## src/rtl/mem_bus_arbiter.sv

```systemverilog
// rtl/mem_bus_arbiter.sv - single-outstanding arbiter of fetch and MEM-stage requests onto one bus master port
// Optional macro ARB_STARVE_GUARD_EN: lets a waiting fetch win after STARVE_LIMIT back-to-back data grants.
module mem_bus_arbiter #(
  parameter int ADDR_W       = 32,
  parameter int DATA_W       = 32,
  parameter int STARVE_LIMIT = 8
) (
  input  logic                clk,
  input  logic                rst,
  input  logic                inst_req_i,
  input  logic [ADDR_W-1:0]   inst_addr_i,
  output logic                inst_gnt_o,
  output logic                inst_rvalid_o,
  output logic [DATA_W-1:0]   inst_rdata_o,
  input  logic                flush_i,
  input  logic                data_req_i,
  input  logic                data_we_i,
  input  logic [DATA_W/8-1:0] data_sel_i,
  input  logic [ADDR_W-1:0]   data_addr_i,
  input  logic [DATA_W-1:0]   data_wdata_i,
  output logic                data_gnt_o,
  output logic                data_rvalid_o,
  output logic [DATA_W-1:0]   data_rdata_o,
  output logic                bus_req_o,
  output logic                bus_we_o,
  output logic [DATA_W/8-1:0] bus_sel_o,
  output logic [ADDR_W-1:0]   bus_addr_o,
  output logic [DATA_W-1:0]   bus_wdata_o,
  input  logic                bus_gnt_i,
  input  logic                bus_rvalid_i,
  input  logic [DATA_W-1:0]   bus_rdata_i,
  output logic                busy_o
);

  localparam int SEL_W = DATA_W / 8;
  localparam int CNT_W = $clog2(STARVE_LIMIT + 1);

  typedef enum logic [2:0] {
    IDLE,
    REQ_I,
    REQ_D,
    WAIT_I,
    WAIT_D
  } state_t;

  state_t            state_q, state_d;
  logic              drop_q, drop_d;
  logic              bus_we_q, bus_we_d;
  logic [SEL_W-1:0]  bus_sel_q, bus_sel_d;
  logic [ADDR_W-1:0] bus_addr_q, bus_addr_d;
  logic [DATA_W-1:0] bus_wdata_q, bus_wdata_d;
  logic              inst_rvalid_q, inst_rvalid_d;
  logic [DATA_W-1:0] inst_rdata_q, inst_rdata_d;
  logic              data_rvalid_q, data_rvalid_d;
  logic [DATA_W-1:0] data_rdata_q, data_rdata_d;
  logic              inst_gnt, data_gnt;
  logic              starve_hit;
  logic              inst_wins;

`ifdef ARB_STARVE_GUARD_EN
  logic [CNT_W-1:0] starve_q, starve_d;

  assign starve_hit = (starve_q == CNT_W'(STARVE_LIMIT));

  // Count data grants taken over a waiting fetch; saturate rather than wrap.
  always_comb begin
    starve_d = starve_q;
    if (inst_gnt) begin
      starve_d = '0;
    end else if (data_gnt) begin
      if (!inst_req_i) begin
        starve_d = '0;
      end else if (!starve_hit) begin
        starve_d = starve_q + CNT_W'(1);
      end
    end
  end

  // Starvation counter register.
  always_ff @(posedge clk) begin
    if (rst) starve_q <= '0;
    else     starve_q <= starve_d;
  end
`else
  assign starve_hit = 1'b0;
`endif

  // Fetch overrides data priority only when the guard has tripped.
  assign inst_wins = starve_hit && inst_req_i && !flush_i;

  // Next-state, grant and capture logic; captured bus fields hold outside IDLE.
  always_comb begin
    state_d       = state_q;
    drop_d        = drop_q;
    inst_gnt      = 1'b0;
    data_gnt      = 1'b0;
    bus_we_d      = bus_we_q;
    bus_sel_d     = bus_sel_q;
    bus_addr_d    = bus_addr_q;
    bus_wdata_d   = bus_wdata_q;
    inst_rvalid_d = 1'b0;
    inst_rdata_d  = inst_rdata_q;
    data_rvalid_d = 1'b0;
    data_rdata_d  = data_rdata_q;
    case (state_q)
      IDLE: begin
        drop_d = 1'b0;
        // No grant while reset is held, so nothing is captured and all outputs stay low.
        if (!rst) begin
          if (data_req_i && !inst_wins) begin
            data_gnt    = 1'b1;
            bus_we_d    = data_we_i;
            bus_sel_d   = data_sel_i;
            bus_addr_d  = data_addr_i;
            bus_wdata_d = data_wdata_i;
            state_d     = REQ_D;
          end else if (inst_req_i && !flush_i) begin
            inst_gnt   = 1'b1;
            bus_we_d   = 1'b0;
            bus_sel_d  = '1;
            bus_addr_d = inst_addr_i;
            state_d    = REQ_I;
          end
        end
      end
      REQ_I: begin
        if (flush_i)   drop_d  = 1'b1;
        if (bus_gnt_i) state_d = WAIT_I;
      end
      REQ_D: begin
        if (bus_gnt_i) state_d = WAIT_D;
      end
      WAIT_I: begin
        if (bus_rvalid_i) begin
          // A flushed fetch still drains the bus but its data never reaches IF.
          if (!(drop_q || flush_i)) begin
            inst_rvalid_d = 1'b1;
            inst_rdata_d  = bus_rdata_i;
          end
          drop_d  = 1'b0;
          state_d = IDLE;
        end else if (flush_i) begin
          drop_d = 1'b1;
        end
      end
      WAIT_D: begin
        if (bus_rvalid_i) begin
          data_rvalid_d = 1'b1;
          data_rdata_d  = bus_rdata_i;
          state_d       = IDLE;
        end
      end
      default: state_d = IDLE;
    endcase
  end

  // State, captured bus fields and response registers.
  always_ff @(posedge clk) begin
    if (rst) begin
      state_q       <= IDLE;
      drop_q        <= 1'b0;
      bus_we_q      <= 1'b0;
      bus_sel_q     <= '0;
      bus_addr_q    <= '0;
      bus_wdata_q   <= '0;
      inst_rvalid_q <= 1'b0;
      inst_rdata_q  <= '0;
      data_rvalid_q <= 1'b0;
      data_rdata_q  <= '0;
    end else begin
      state_q       <= state_d;
      drop_q        <= drop_d;
      bus_we_q      <= bus_we_d;
      bus_sel_q     <= bus_sel_d;
      bus_addr_q    <= bus_addr_d;
      bus_wdata_q   <= bus_wdata_d;
      inst_rvalid_q <= inst_rvalid_d;
      inst_rdata_q  <= inst_rdata_d;
      data_rvalid_q <= data_rvalid_d;
      data_rdata_q  <= data_rdata_d;
    end
  end

  assign inst_gnt_o    = inst_gnt;
  assign data_gnt_o    = data_gnt;
  assign inst_rvalid_o = inst_rvalid_q;
  assign inst_rdata_o  = inst_rdata_q;
  assign data_rvalid_o = data_rvalid_q;
  assign data_rdata_o  = data_rdata_q;
  assign bus_req_o     = (state_q == REQ_I) || (state_q == REQ_D);
  assign bus_we_o      = bus_we_q;
  assign bus_sel_o     = bus_sel_q;
  assign bus_addr_o    = bus_addr_q;
  assign bus_wdata_o   = bus_wdata_q;
  assign busy_o        = (state_q != IDLE);

endmodule

```

## config.mk

```make
export PLATFORM = sky130hd
export DESIGN_NAME = mem_bus_arbiter
export DESIGN_NICKNAME = d
export VERILOG_FILES = /design/src/rtl/mem_bus_arbiter.sv
export SDC_FILE = /design/constraint.sdc
export NUM_CORES = 1
export LEC_CHECK = 0
export ABC_AREA = 1
export ABC_CLOCK_PERIOD_IN_PS = 1400
export CORE_AREA = 2 2 108 110
export DETAILED_ROUTE_END_ITERATION = 6
export DIE_AREA = 0 0 110 112
export DONT_BUFFER_PORTS = 1
export PLACE_DENSITY = 0.66
export SLEW_MARGIN = 20
export SYNTH_ARGS = -nofsm -noshare
export SYNTH_HDL_FRONTEND = slang
export SYNTH_SLANG_ARGS = --single-unit
```

## constraint.sdc

```tcl
create_clock -name clk -period 1.4 [get_ports clk]
set_clock_uncertainty 0.1 [all_clocks]
set_input_delay 0.07 -clock clk [delete_from_list [all_inputs] [get_ports clk]]
set_output_delay 0.07 -clock clk [all_outputs]
set_load 0.02 [all_outputs]
```

Yosys cells after proc, flatten, opt, wreduce, memory -nomap -nowiden
Index checks and enable logic that the tools add are counted.
W data, S select, Z words.
{"block": "word_totals", "register_bits": 139, "inputBits": 140, "output_inout_bits": 139, "word_cells": 62}
{"block": "op_classes", "eq_ne": 8, "muxes": 24, "bitwise": 4, "n_reduce_logical": 16}
{"op": "$mux W32", "n": 2}
{"op": "$mux W3", "n": 5}
{"op": "$mux W1", "n": 13}
{"op": "$pmux W3 S4", "n": 1}
{"op": "$mux W4", "n": 2}
{"op": "$eq A3 B2 Y1 const B", "n": 2}
{"op": "$reduce_and A2 Y1", "n": 3}
{"op": "$reduce_bool A3 Y1", "n": 2}
{"op": "$ne A2 B2 Y1 const B", "n": 2}
{"op": "$not A1 Y1", "n": 4}
{"op": "$reduce_and A4 Y1", "n": 1}
{"op": "$reduce_or A2 Y1", "n": 2}
{"op": "$eq A3 B1 Y1 const B", "n": 1}
{"op": "$eq A3 B3 Y1 const B", "n": 1}
{"op": "$logic_not A3 Y1", "n": 1}
{"op": "$ne A3 B3 Y1 const B", "n": 1}
{"op": "$pmux W1 S3", "n": 1}
{"op": "$reduce_and A3 Y1", "n": 1}
{"op": "$reduce_or A3 Y1", "n": 1}
{"op": "$logic_or A1 B1 Y1", "n": 2}
{"op": "$ne A2 B1 Y1 const B", "n": 1}
{"op": "$reduce_bool A2 Y1", "n": 1}
{"op": "$logic_and A1 B1 Y1", "n": 1}
{"op": "$logic_not A1 Y1", "n": 1}

Depth between registers and ports, before layout
Gate-level depths: netlist (run 1).
{"block": "depth", "ltp_word": 6, "ltp_mapped": 9, "ltp_nobuf": 8}

Least setup slack after synthesis (run 1)
OpenSTA, ideal clock, no wires.
{"block": "synth_timing", "path_type": "reg-to-reg", "start": "reg state_q[2]", "end": "reg bus_we_q (netlist: bus_we_o)", "setup_time_ns": 0.074, "t_arrival_ns": 1.282, "t_required_ns": 1.226, "path_slack_ns": -0.056, "path_stages_with_launch": 8, "n_path_buf": 0, "synth_period_minus_slack_ns": 1.456, "cell_sequence": "dfxtp_1 inv_2 nand2_1 nor2_4 nand2_1 nor2_1 nand2_1 o21ai_0"}
{"block": "synth_via", "elab_chain_len": 2}
{"item": "from (decl)", "line": "46", "rtl": "state_t state_q, state_d;"}
{"item": "from (signal assigned)", "line": "171", "rtl": "state_q <= state_d;"}
{"item": "$logic_not A3 Y1", "line": "105", "rtl": "case (state_q)"}
{"item": "$reduce_and A2 Y1 (no source line)"}
{"item": "to (signal assigned)", "line": "173", "rtl": "bus_we_q <= bus_we_d;"}
{"item": "to (decl)", "line": "48", "rtl": "logic bus_we_q, bus_we_d;"}
Every way passes these cells.
A chain may end at the register's enable or synchronous reset.

Worst setup path in the final report (run 1)
{"block": "layout_timing", "start": "reg state_q[2]", "end": "reg bus_addr_q[7] (netlist: bus_addr_o[7])"}
{"block": "layout_via", "elab_chain_len": 2}
{"item": "$logic_not A3 Y1", "line": "105"}
{"item": "$reduce_and A2 Y1 (no source line)"}
{"item": "to (signal assigned)", "line": "175", "rtl": "bus_addr_q <= bus_addr_d;"}
{"item": "to (decl)", "line": "50", "rtl": "logic [ADDR_W-1:0] bus_addr_q, bus_addr_d;"}
Every way passes these cells.

==> flow_summary.toml, run 1 <==
[outcome]
status = "finished with violations"
violations = "setup timing"

[global_route]
grt_overflow = 0
use_met3 = 0.106
grt_first_pass_wirelength_um = 27500
grt_use_total = 0.283
antenna_found_initial = 0
grt_max_degree = 64
use_met2 = 0.477
use_met1 = 0.306
grt_pass1_vias = 5726
busiest_layer = "met2"

[cts]
clk_latency_ps = 410
htreeDepth = 4
clock_sinks = 139
path_clk_slew_ps = 70
cts_root_buffer = "clkbuf_16"
clockBufferDepth = 2
cts_tree = "done"
cts_buffers = 17

[critical_path]
cpMaxStageDelayCell = "dfxtp_4"
cp-start-kind = "flop"
critical_path_buf_inv_count = 6
critPathArrivalTime_ps = 1960
cp_top_family = "buffers and inverters"
end_kind = "flop"
rr_worst_depth = 11
worstPathMaxFanout = 8
critPathMaxStageDelay_ps = 360
reg2reg_slack_ps = -340
path_common_cell = "buf_6"
crit_path_start = "state_q[2]$_SDFFE_PP0P_"
crit_path_cell_trace = "inv_4 > nand2_4 > nor2_4 > inv_4 > buf_6 > nor2_4 > buf_6 > buf_6 > buf_12 > o21ai_2 > nor2_1"
r2r-end = "bus_addr_o[7]$_SDFFE_PP0P_"
endpoint = "bus_addr_o[7]$_SDFFE_PP0P_"
crit_type = "flop to flop"
r2r-start = "state_q[2]$_SDFFE_PP0P_"
cp.required_ps = 1620
worstSetupPathDepth = 11

[finish]
final_core_util = 0.815
nets = 1062
area.growth.synth_to_final_pct = 67.5
antenna_cells = 0
final_area_um2 = 9110
drive_gt1_frac = 0.263

[yosys]
synth_top_cell_area_share = 0.511
yosys.area.top_type = "dfxtp_1"
synth_warnings = 0
synth-main-ff-cell = "dfxtp_1"
syn-num-nets = 885
ys_seq_area_frac = 0.511
ys_ff_latch = 139
avgSynthCellArea_um2 = 7.30
synth_edf_count = 0
synth.cell_area_um2 = 5440
synth_cell_types = 20
synth_commonest_cells = "nand2_1, nor2_1, dfxtp_1"
synthTopCellsByArea = "dfxtp_1, nand2_1, nor2_1"
async_reset_ff_frac = 0
syn_inst = 745

[drt]
routed_wirelength_um = 22200
ant_nets = 0
firstDrtPassIters = 5
via_per_inst = 5.77
drc = 0
dr.first_iter.drc_count = 552
vias = 6217
routedWlPerCell_um = 20.6

[place]
place_congestion = 0.850
dp_hpwl_um = 9960
post-place-ws_ps = -69.8
port_buffers = 0
placed_area_um2 = 5680

[sta]
max_freq_mhz = 575
slew_viol_final = 0
rsz0062_at_grt = "true"
finalSetupViolCount = 113
final_hold_viol_count = 0
worst_slack_ps = -340
worst_pin_slew_ps = 587
period_needed_ps = 1740
tns_ps = -11680
period_share = 1.24
max_slew_margin = 0.609

[floorplanning]
die_x_um = 110
coreArea_um2 = 11200
die_h_um = 112
dieArea_um2 = 12300
io_pins = 279
num_rows = 39
initial_core_util = 0.487

[power]
power_frac_clock = 0.281
power_w = 0.0181
seqPwrFrac = 0.364
power_density_nw_per_um2 = 1990
p_comb_frac = 0.355
power.switching_w = 0.00696
p_sw_frac = 0.385
leakage_nw = 3.66
ir_worst_vdd_mv = 1.21
p_int_w = 0.0111

[flow_run]
drv_cap = 0

[min_path]
hold_start = "data_req_i"
hold_path_class = "input pin to flop"
==> routing by layer <==
| layer | vias up | wire, um |
|---|---|---|
| li1 | 2764 | - |
| met1 | 2861 | 7600 |
| met2 | 458 | 11100 |
| met3 | 134 | 2200 |
| met4 | 0 | 1340 |
| met5 | - | 0 |
==> cell families (layout without fill, tap and decap cells) <==
kind of cell    count (synthesis)  in the layout  synth area share
compound gates                171            171             0.157
simple gates                  335            335             0.249
buf+inv                       100            290            0.0826
flops                         139            139             0.511
==> flip-flops by register name, indices dropped and copies added, names as in the netlist <==
name,cells
bus_addr_o,32
bus_sel_o,4
bus_wdata_o,32
bus_we_o,1
data_rdata_o,32
data_rvalid_o,1
drop_q,1
inst_rdata_o,32
inst_rvalid_o,1
state_q,3
==> power groups by stage <==
stage | Combinational (W) | Clock, W | Sequential, W
6_report | 0.00643 | 0.00508 | 0.00658
5_1_grt | 0.00680 | 0.00528 | 0.00665
4_1_cts | 0.00490 | 0.00510 | 0.00647
3_5_place_dp | 0.00302 | 0 | 0.00652
3_3_place_gp | 0.00292 | 0 | 0.00651
2_1_floorplan | 0.00227 | 0 | 0.00632
==> tightest hold or removal path, cell delays in order <==
cell	delay, ps
buf_12	80
a21oi_2	50
nand2_2	120
nand4_1	100
nand2_1	60
nor2_1	40
==> stage by stage <==
stage,hold WS [ps],instances
floorplan,82.7,745
global placement,42.0,867
detailed placement,43.9,867
CTS,-395,1032
global route,55.9,1078
finish,49.0,1078
==> cells in the final DEF, fill, tap and decap left out, types with 3 or more instances in the layout <==
cell / n
buf_6: 22
buf_16: 5
o21ai_4: 6
buf_12: 13
bufinv_16: 5
clkinv_4: 4
o21ai_1: 34
nand4_1: 4
a21oi_1: 42
inv_6: 3
nand2_1: 138
nand2_4: 5
buf_4: 17
nor2_4: 27
nand3_1: 31
nand3_2: 4
o21ai_2: 54
dfxtp_1: 136
inv_1: 41
nor2_1: 106
nor2_2: 14
a21oi_2: 24
o21ai_0: 11
clkbuf_16: 23
inv_2: 3
dlygate4sd3_1: 144
==> what timing repair did <==
item / CTS / global route
gates resized for setup: 77 / 230
hold endpoints to repair: 139 / 37
hold buffers: 112 / 35
buffers inserted: 16 / 4
cloned: 6 / 10
setup endpoints to repair: 62 / 141
pin swaps: 27 / 46
==> final cells by class <==
type / count / area [um2]
multi-input cells: 506 / 2870
flip-flops and latches: 139 / 2790
repair buffers: 210 / 2400
fillers: 594 / 2060
clock buffers: 20 / 457
clock inverters: 12 / 210
inverters: 48 / 203
well taps: 143 / 179
==> worst min path at each step <==
stage	to	slack, ps	cells past startpoint
after CTS	bus_wdata_o[20]$_SDFFE_PP0P_	-390	1
final	state_q[0]$_SDFFE_PP0P_	50	6
after global routing	state_q[0]$_SDFFE_PP0P_	60	6
after global placement	bus_wdata_o[22]$_SDFFE_PP0P_	40	1
after detailed placement	bus_wdata_o[23]$_SDFFE_PP0P_	40	1
after floorplan	bus_we_o$_SDFFE_PP0P_	80	2
Note: power is estimated with default switching activity, not from simulation.
==> run 2, diff against run 1 <==
--- a/config.mk
+++ b/config.mk
@@ -12,6 +12,7 @@
 export DIE_AREA = 0 0 110 112
 export DONT_BUFFER_PORTS = 1
 export PLACE_DENSITY = 0.66
+export REMOVE_ABC_BUFFERS = 1
 export SLEW_MARGIN = 20
 export SYNTH_ARGS = -nofsm -noshare
 export SYNTH_HDL_FRONTEND = slang
==> flow_summary.toml, run 2 (same netlist as run 1, synthesis figures left out) <==
[cts]
path_clk_slew_ps = 70
cts_buffers = 17
cts_root_buffer = "clkbuf_16"
clockBufferDepth = 2
htreeDepth = 4
clock_sinks = 139
clk_latency_ps = 420
cts_tree = "done"

[finish]
multi_input_area_um2 = 3050
final_cell_mix = "dlygate4sd3_1, nand2_1, dfxtp_1"
layout_commonest_cell = "dlygate4sd3_1"
drive_gt1_frac = 0.319
nFillCells = 504
final_core_util = 0.858
area.growth.synth_to_final_pct = 76.2
seq_area_um2 = 2790
fin_cells = 1104
nets = 1086

[drt]
drc = 0
dr.first_iter.drc_count = 857
vias = 6691
firstDrtPassIters = 7
ant_nets = 0
routed_wirelength_um = 26600
routedWlPerCell_um = 24.1
via_per_inst = 6.06

[power]
leakage_nw = 3.90
power_w = 0.0188
power_density_nw_per_um2 = 1960
ir_worst_vdd_mv = 1.28

[floorplanning]
num_rows = 39
dieArea_um2 = 12300
die_x_um = 110
coreArea_um2 = 11200
die_h_um = 112
initial_core_util = 0.487
io_pins = 279

[critical_path]
end_kind = "flop"
critPathArrivalTime_ps = 2050
cpMaxStageDelayCell = "dfxtp_4"
crit_path_cell_trace = "buf_6 > nor2_4 > inv_2 > buf_4 > nor2_4 > buf_6 > buf_6 > buf_12 > o21ai_1 > nor2_1"
cp.required_ps = 1640
path_common_cell = "buf_6"
crit_type = "flop to flop"
cp-start-kind = "flop"
r2r-start = "state_q[0]$_SDFFE_PP0P_"
critPathMaxStageDelay_ps = 350
worstPathMaxFanout = 7
crit_path_start = "state_q[0]$_SDFFE_PP0P_"

[sta]
worst_pin_slew_ps = 827
max_freq_mhz = 554
slew_viol_final = 0
final_hold_viol_count = 0
period_share = 1.29
whs_ps = 95.6
period_needed_ps = 1800
tns_ps = -28820
worst_slack_ps = -404
rsz0062_at_grt = "true"
max_slew_margin = 0.447
finalSetupViolCount = 133

[global_route]
grt_use_total = 0.336
grt_first_pass_wirelength_um = 32000
antenna_found_initial = 2
grt_overflow = 0
grt_max_degree = 48
grt_pass1_vias = 6315

[place]
dp.cells = 866
place_congestion = 0.827
port_buffers = 0
dp_hpwl_um = 9940

[flow_run]
drv_cap = 0

[min_path]
hold_start = "data_req_i"
hold_path_class = "input pin to flop"

[outcome]
status = "finished with violations"
violations = "setup timing"
[run 2: through the flow]
| step | setup slack [ps] | area (um2) |
|---|---|---|
| after floorplan | -1010 | 5170 |
| after global placement | -57.3 | 5650 |
| after detailed placement | -86.7 | 5650 |
| after CTS | -294 | 8520 |
| after global routing | -457 | 9580 |
| final | -404 | 9580 |
[run 2: timing repair]
item	CTS	global route
gates resized for setup	96	270
hold buffers	154	3
buffers inserted	23	10
cloned	10	12
pin swaps	21	98
setup endpoints to repair	78	141
hold endpoints to repair	139	5
[run 2: path summary, 6_finish.rpt]
path / slack, ps / depth (start not counted) / to
worst max-delay path: -400 / 10 / bus_addr_o[5]$_SDFFE_PP0P_
worst min register to register: 450 / 2 / data_rdata_o[22]$_SDFFE_PP0P_
worst min-delay path: 100 / 6 / state_q[1]$_SDFFE_PP0P_
worst max register to register: -400 / 10 / bus_addr_o[5]$_SDFFE_PP0P_
[run 2: report_power, final]
group | internal (W) | switching (W)
registers | 0.00484 | 0.00184
logic | 0.00363 | 0.00379
clock network | 0.00271 | 0.00200
[run 2: area by class of cell]
type                            count  share of cell area
Clock inverter                     14              0.0167
Multi-Input combinational cell    506               0.319
Timing Repair Buffer              234               0.288
Sequential cell                   139               0.291
Tap cell                          143              0.0187
Clock buffer                       18              0.0458
Inverter                           48              0.0206
Antenna cell                        2            0.000522
[run 2: worst max-delay path: cells and delay by family (launching register included)]
| kind | cells | cell delay (ps) |
|---|---|---|
| flip-flops | 1 | 350 |
| AO/OA/AOI/OAI | 1 | 90 |
| AND/OR/NAND/NOR | 3 | 440 |
| buffers and inverters | 6 | 740 |
[run 2: per-layer routing]
| metal | GRT usage | part of all wire |
|---|---|---|
| met3 | 0.121 | 0.11 |
| met4 | 0.176 | 0.073 |
| met2 | 0.585 | 0.49 |
| met5 | 0 | 0 |
| met1 | 0.347 | 0.32 |
==> run 3, diff against run 2 <==
--- a/config.mk
+++ b/config.mk
@@ -13,6 +13,7 @@
 export DONT_BUFFER_PORTS = 1
 export PLACE_DENSITY = 0.66
 export REMOVE_ABC_BUFFERS = 1
+export SETUP_SLACK_MARGIN = 0.15
 export SLEW_MARGIN = 20
 export SYNTH_ARGS = -nofsm -noshare
 export SYNTH_HDL_FRONTEND = slang
==> flow_summary.toml, run 3 (same netlist as run 1, synthesis figures left out) <==
[sta]
max_slew_margin = 0.671
worst_slack_ps = -521
rsz0062_at_grt = "true"
max_freq_mhz = 521
whs_ps = -137
worst_pin_slew_ps = 494
period_needed_ps = 1920
slew_viol_final = 0
finalSetupViolCount = 143
period_share = 1.37
final_hold_viol_count = 34

[finish]
final_cell_mix = "dlygate4sd3_1, nand2_1, dfxtp_1"
seq_area_um2 = 2790
fin_cells = 1113
final_core_util = 0.900
layout_commonest_cell = "dlygate4sd3_1"
area.growth.synth_to_final_pct = 84.8
nFillCells = 399
nets = 1096
final_area_um2 = 10100
drive_gt1_frac = 0.365
multi_input_area_um2 = 3290

[critical_path]
critPathMaxStageDelay_ps = 350
r2r-start = "state_q[2]$_SDFFE_PP0P_"
worstPathMaxFanout = 7
crit_type = "flop to flop"
cp.required_ps = 1640
worstSetupPathDepth = 11
rr_worst_depth = 11
endpoint = "bus_addr_o[26]$_SDFFE_PP0P_"
crit_path_cell_trace = "inv_2 > nand2_2 > nor2_4 > inv_2 > buf_6 > nor2_4 > buf_6 > buf_12 > buf_16 > o21ai_0 > nor2_1"
critical_path_buf_inv_count = 6
reg2reg_slack_ps = -520
end_kind = "flop"
critPathArrivalTime_ps = 2160
crit_path_start = "state_q[2]$_SDFFE_PP0P_"
cpMaxStageDelayCell = "dfxtp_4"
cp-start-kind = "flop"
cp_top_family = "buffers and inverters"
r2r-end = "bus_addr_o[26]$_SDFFE_PP0P_"

[global_route]
antenna_found_initial = 1
grt_use_total = 0.353
grt_pass1_vias = 6593
grt_first_pass_wirelength_um = 33600
grt_overflow = 0
grt_max_degree = 48

[power]
power_density_nw_per_um2 = 2020
ir_worst_vdd_mv = 1.49
leakage_nw = 3.97

[outcome]
violations = "DRC, hold timing, setup timing"
status = "finished with violations"

[cts]
cts-hold-fix-buffers = 150
htreeDepth = 4
cts_root_buffer = "clkbuf_16"
clock_sinks = 139
cts_buffers = 17
clk_latency_ps = 410
cts_tree = "done"
clockBufferDepth = 2
path_clk_slew_ps = 70

[place]
post-place-ws_ps = -86.7
place_congestion = 0.827
dp_hpwl_um = 9940
port_buffers = 0
placed_area_um2 = 5650
dp.cells = 866

[drt]
via_per_inst = 6.21
vias = 6909
routed_wirelength_um = 28200
firstDrtPassIters = 7
drc = 4
ant_nets = 0
dr.first_iter.drc_count = 826
routedWlPerCell_um = 25.3

[floorplanning]
num_rows = 39
coreArea_um2 = 11200
die_x_um = 110
initial_core_util = 0.487
dieArea_um2 = 12300
io_pins = 279
die_h_um = 112

[min_path]
hold_path_class = "input pin to flop"

[flow_run]
drv_cap = 0
-- run 3: per-stage QoR --
| stage | power (W) | hold WS [ps] | TNS (ps) |
|---|---|---|---|
| 2_1_floorplan | 0.00826 | 39.1 | -96890 |
| 3_3_place_gp | 0.00941 | 41.7 | -92.6 |
| 3_5_place_dp | 0.00954 | 44.2 | -1650 |
| 4_1_cts | 0.0171 | -188 | -16520 |
| 5_1_grt | 0.0206 | -132 | -39130 |
| 6_report | 0.0203 | -137 | -32910 |
-- run 3: worst min-delay path by stage --
stage | from | to | slack, ps | cells past startpoint
5_1_grt | rst | bus_wdata_o[28]$_SDFFE_PP0P_ | -130 | 2
3_3_place_gp | rst | bus_wdata_o[9]$_SDFFE_PP0P_ | 40 | 1
3_5_place_dp | rst | bus_wdata_o[30]$_SDFFE_PP0P_ | 40 | 1
4_1_cts | rst | bus_wdata_o[7]$_SDFFE_PP0P_ | -190 | 2
2_1_floorplan | rst | bus_wdata_o[0]$_SDFFE_PP0P_ | 40 | 1
6_report | rst | bus_wdata_o[2]$_SDFFE_PP0P_ | -140 | 2
-- run 3: power by group --
part / internal, W / switching (W)
Clock: 0.00271 / 0.00198
Sequential: 0.00484 / 0.00187
Combinational: 0.00431 / 0.00454
Total: 0.0119 / 0.00839
-- run 3: final cells by class --
class                      count  area share
multi-input combinational    506       0.327
timing repair buffer         244       0.298
sequential                   139       0.278
clock buffer                  18      0.0437
inverter                      48      0.0194
tap                          143      0.0178
clock inverter                14      0.0159
antenna                        1    0.000249
-- run 3: per-layer routing --
metal  track usage  wire length, um
met5             0                0
met4         0.198             2400
met3         0.118             2830
met2         0.624            14100
met1         0.355             8850
-- run 3: repair_timing --
action                                  in CTS  in global routing
pin swaps                                   30                 99
setup buffers                               30                  9
gates resized for setup                    182                232
cloned                                      16                  9
endpoints found under the hold margin      139                 34
endpoints found under the setup margin     140                143
-- run 3: worst reg2reg max path, cell delays in order, from the launching register on --
cell and delay (ps):
dfxtp_4 350, inv_2 60, nand2_2 80, nor2_4 180
inv_2 90, buf_6 130, nor2_4 110, buf_6 150
buf_12 120, buf_16 140, o21ai_0 130, nor2_1 200
